==> config.mk <==
export PLATFORM = sky130hd
export DESIGN_NAME = demux_1_2_32
export DESIGN_NICKNAME = d
export VERILOG_FILES = /design/src/rtl/demux_1_2_32.sv
export SDC_FILE = /design/constraint.sdc
export NUM_CORES = 1
export LEC_CHECK = 0
export ABC_AREA = 1
export BUFFER_PORTS_ARGS = -buffer_cell sky130_fd_sc_hd__buf_2
export CORE_ASPECT_RATIO = 1.2
export CORE_UTILIZATION = 50
export CTS_BUF_LIST = sky130_fd_sc_hd__clkbuf_4
export CTS_CLUSTER_DIAMETER = 50
export DETAILED_ROUTE_END_ITERATION = 10
export PLACE_DENSITY = 0.82
export SETUP_SLACK_MARGIN = 0.02
export SLEW_MARGIN = 25
export SYNTH_ARGS = -nofsm -noshare
export SYNTH_HDL_FRONTEND = slang
export SYNTH_SLANG_ARGS = --single-unit
==> constraint.sdc <==
create_clock -name clk -period 4.08 [get_ports clk]
set_clock_uncertainty 0.15 [all_clocks]
set_input_delay 0.816 -clock clk [delete_from_list [all_inputs] [get_ports clk]]
set_output_delay 0.816 -clock clk [all_outputs]
set_load 0.03 [all_outputs]
==> src/rtl/demux_1_2_32.sv <==
// demux_1_2_32: routes each accepted word into one of two single-entry output registers.
// Each destination is an independent skid-free slot that can refill in the cycle it drains.
module demux_1_2_32_slot #(
   parameter int WIDTH = 32
) (
   input  logic             clk,
   input  logic             reset,
   input  logic             load,
   input  logic [WIDTH-1:0] din,
   input  logic             ready,
   output logic [WIDTH-1:0] data,
   output logic             valid,
   output logic [7:0]       count
);
   logic drain;
   assign drain = valid & ready;
   always_ff @(posedge clk) begin
      if (reset) begin
         data  <= '0;
         valid <= 1'b0;
         count <= 8'd0;
      end else begin
         if (load) data <= din;
         valid <= load | (valid & ~ready);
         if (drain) count <= count + 8'd1;
      end
   end
endmodule

module demux_1_2_32 #(
   parameter int WIDTH = 32
) (
   input  logic             clk,
   input  logic             reset,
   input  logic [WIDTH-1:0] in_data,
   input  logic             in_sel,
   input  logic             in_valid,
   output logic             in_ready,
   output logic [WIDTH-1:0] a_data,
   output logic             a_valid,
   input  logic             a_ready,
   output logic [WIDTH-1:0] b_data,
   output logic             b_valid,
   input  logic             b_ready,
   output logic [7:0]       a_count,
   output logic [7:0]       b_count
);
   logic take;
   // A slot can accept when empty or when it is being drained this same cycle.
   assign in_ready = ~reset & (in_sel ? (~a_valid | a_ready) : (~b_valid | b_ready));
   assign take     = in_valid & in_ready;
   demux_1_2_32_slot #(.WIDTH(WIDTH)) u_a (
      .clk(clk), .reset(reset), .load(take & in_sel), .din(in_data),
      .ready(a_ready), .data(a_data), .valid(a_valid), .count(a_count)
   );
   demux_1_2_32_slot #(.WIDTH(WIDTH)) u_b (
      .clk(clk), .reset(reset), .load(take & ~in_sel), .din(in_data),
      .ready(b_ready), .data(b_data), .valid(b_valid), .count(b_count)
   );
endmodule

==> impl_metrics.ini <==
[cts]
postCtsSetupBuffers = 0
cts_hold_buf = 0
insertion_delay_ns = 0.41
cts.htree.levels = 3
cts_made_buffers = 9
cts_resized = 0
cts_sinks = 82
cts_tree = yes
cts-root-buf = clkbuf_4
path_clk_slew_ns = 0.13
clock_path_buffers = 2

[cells_and_area]
nNetsFinal = 613
postLayoutCoreUtil_pct = 63.5
final_cell_area_um2 = 4090
diodes = 0
instances_no_fill = 663
final.fill_count = 607
layout_common_cells = nor2_1 (149), buf_2 (120), dfxtp_1 (82)
drive_above_1_share_pct = 24.9
area_growth_syn_to_layout_pct = 21.7
layout_commonest_cell = nor2_1

[synthesis]
synth-simple-area-share_pct = 31.7
synth_ff_type = dfxtp_1
synth_warnings = 0
synth_area_per_cell_um2 = 7.20
synth_top_cell_area_share_pct = 48.8
synth_mux_area_share_pct = 0
yosysSeqAreaShare_pct = 48.8
netlist_instances = 467
async_flop_share_pct = 0
yosys-top-cells-area = dfxtp_1 (49%), nor2_1 (17%), nand4_1 (6.9%)
synth_edf_count = 0
synth_xor_area_share_pct = 0.521
synth_fp_nets = 507
synthAdderAreaFrac_pct = 0.744
synth_top_family_by_area = simple AND/OR/NAND/NOR gates
syn_area_um2 = 3360
synth_seq_cells = 82
synth_compound_area_share_pct = 7.29
yosys.area.top_type = dfxtp_1
synth_cell_types = 21

[route]
avgRoutedWirePerCell_um = 12.2
dr.pass1.iters = 4
vias_per_cell = 5.04
wirelength_mm = 8.07
drt_iter0_markers = 177
post-route-drc-count = 0
vias = 3339
ant_nets = 0

[sta]
rsz0062_at_grt = no
finalCritPeriodShare_pct = 69.6
setup_viol_count_final = 0
finalMaxSlewViolations = 0
worst_pin_slew_ns = 0.755
holdWs_ns = 0.330
timing.max_slew.rel_slack_pct = 49.6
finalHoldViolations = 0
finalWorstSetupSlack_ns = 1.24
post-route-min-period_ns = 2.84
setup_tns_ns = 0
max_freq_ghz = 0.352

[worst_setup_path]
r2r_slack_ns = 2.36
crit_path_start = in_sel
critPathCaptureType = output pin
critPathKind = in -> out
arrival_ns = 1.87
r2r_start = u_a.valid
reg2reg_to = u_b.data[29]
startpoint_type = input port
cp-endpoint = in_ready
reg2reg_depth = 5
crit_fanout = 33
cp.required_ns = 3.11

[placed_design]
numPlacedInstances = 647
pre_cts_ws_ns = 1.26
port_buffers = 120
place_hpwl_mm = 5.49
place_congestion = 0.803
place_area_um2 = 3930

[floorplanning]
core.rowCount = 32
die_h_um = 91.8
start_util_pct = 52.2
fp.dieW_um = 76.9
dieArea_um2 = 7060
core_area_um2 = 6450
io_pins = 121

[grt]
grt_pass1_wl_mm = 13.3
grt_pass1_vias = 3102
grt-ovfl-total = 0
antenna_found_initial = 0
groute.usage.overall_pct = 23.6
grt_max_degree = 66

[status]
status = completed

[pwr]
total_power_mw = 1.59
power_leakage_nw = 2.14
peakVddDrop_mv = 0.213
powerDensity_nw_per_um2 = 388

[flow_run]
drv_cap = 0

[worst_hold_path]
worstHoldPathType = reg -> reg
Yosys cell counts, types with 3 or more instances:
master / instances
a21oi_1: 41
buf_1: 5
buf_2: 9
buf_4: 3
buf_6: 5
clkbuf_1: 7
dfxtp_1: 82
inv_1: 51
nand2_1: 53
nand3_1: 5
nand4_1: 37
nor2_1: 149
o21ai_0: 8
report_power, final:
part	leakage (nW)	internal [mW]	total (mW)	switching (mW)
logic	1.39	0.0651	0.220	0.155
registers	0.667	0.829	0.845	0.0156
clock network	0.0852	0.248	0.522	0.275
total	2.14	1.14	1.59	0.445
worst max-delay path, stage by stage:
cell,delay (ns)
buf_2,0.15
nand3_1,0.15
nand2_1,0.08
nor2_2,0.08
buf_4,0.32
buf_2,0.27
flip-flops by register name, indices dropped and copies added, names as in the netlist:
register	count
u_b.count	8
u_a.valid	1
u_a.count	8
u_a.data	32
u_b.data	32
u_b.valid	1
cells by family (layout without fill, tap and decap cells):
kind of cell | Yosys count | after routing
adder cells (fa/ha/maj) | 2 | 2
XOR/XNOR | 2 | 2
AO/OA/AOI/OAI | 49 | 49
flip-flops | 82 | 82
AND/OR/NAND/NOR | 250 | 250
buffers and inverters | 82 | 193
area by class of cell:
type                       count  area [µm²]  share of cell area [%]
sequential                    82        1640                    40.1
multi-input combinational    303        1350                    33.1
timing repair buffer         124         631                    15.4
inverter                      53         199                    4.86
tap                           85         106                    2.60
clock inverter                 7        93.8                    2.29
clock buffer                   9        67.6                    1.65
worst min path at each step:
stage                            start            to  slack (ns)  cells past startpoint
final                     u_a.count[6]  u_a.count[6]        0.33                      2
after global routing      u_b.count[4]  u_b.count[4]        0.37                      2
after CTS                 u_a.count[6]  u_a.count[6]        0.33                      2
after detailed placement  u_a.count[6]  u_a.count[6]        0.31                      2
after global placement    u_a.data[17]  u_a.data[17]        0.31                      2
after floorplan           u_a.count[6]  u_a.count[6]        0.44                      2
layer usage:
metal	global-route usage, %	part of all wire, %	vias up
met5	0	0	-
li1	-	-	1683
met2	41.7	50	107
met4	13.5	2.5	0
met3	3.78	5.0	15
met1	26.8	43	1534
Power figures use the tool's default switching activity.
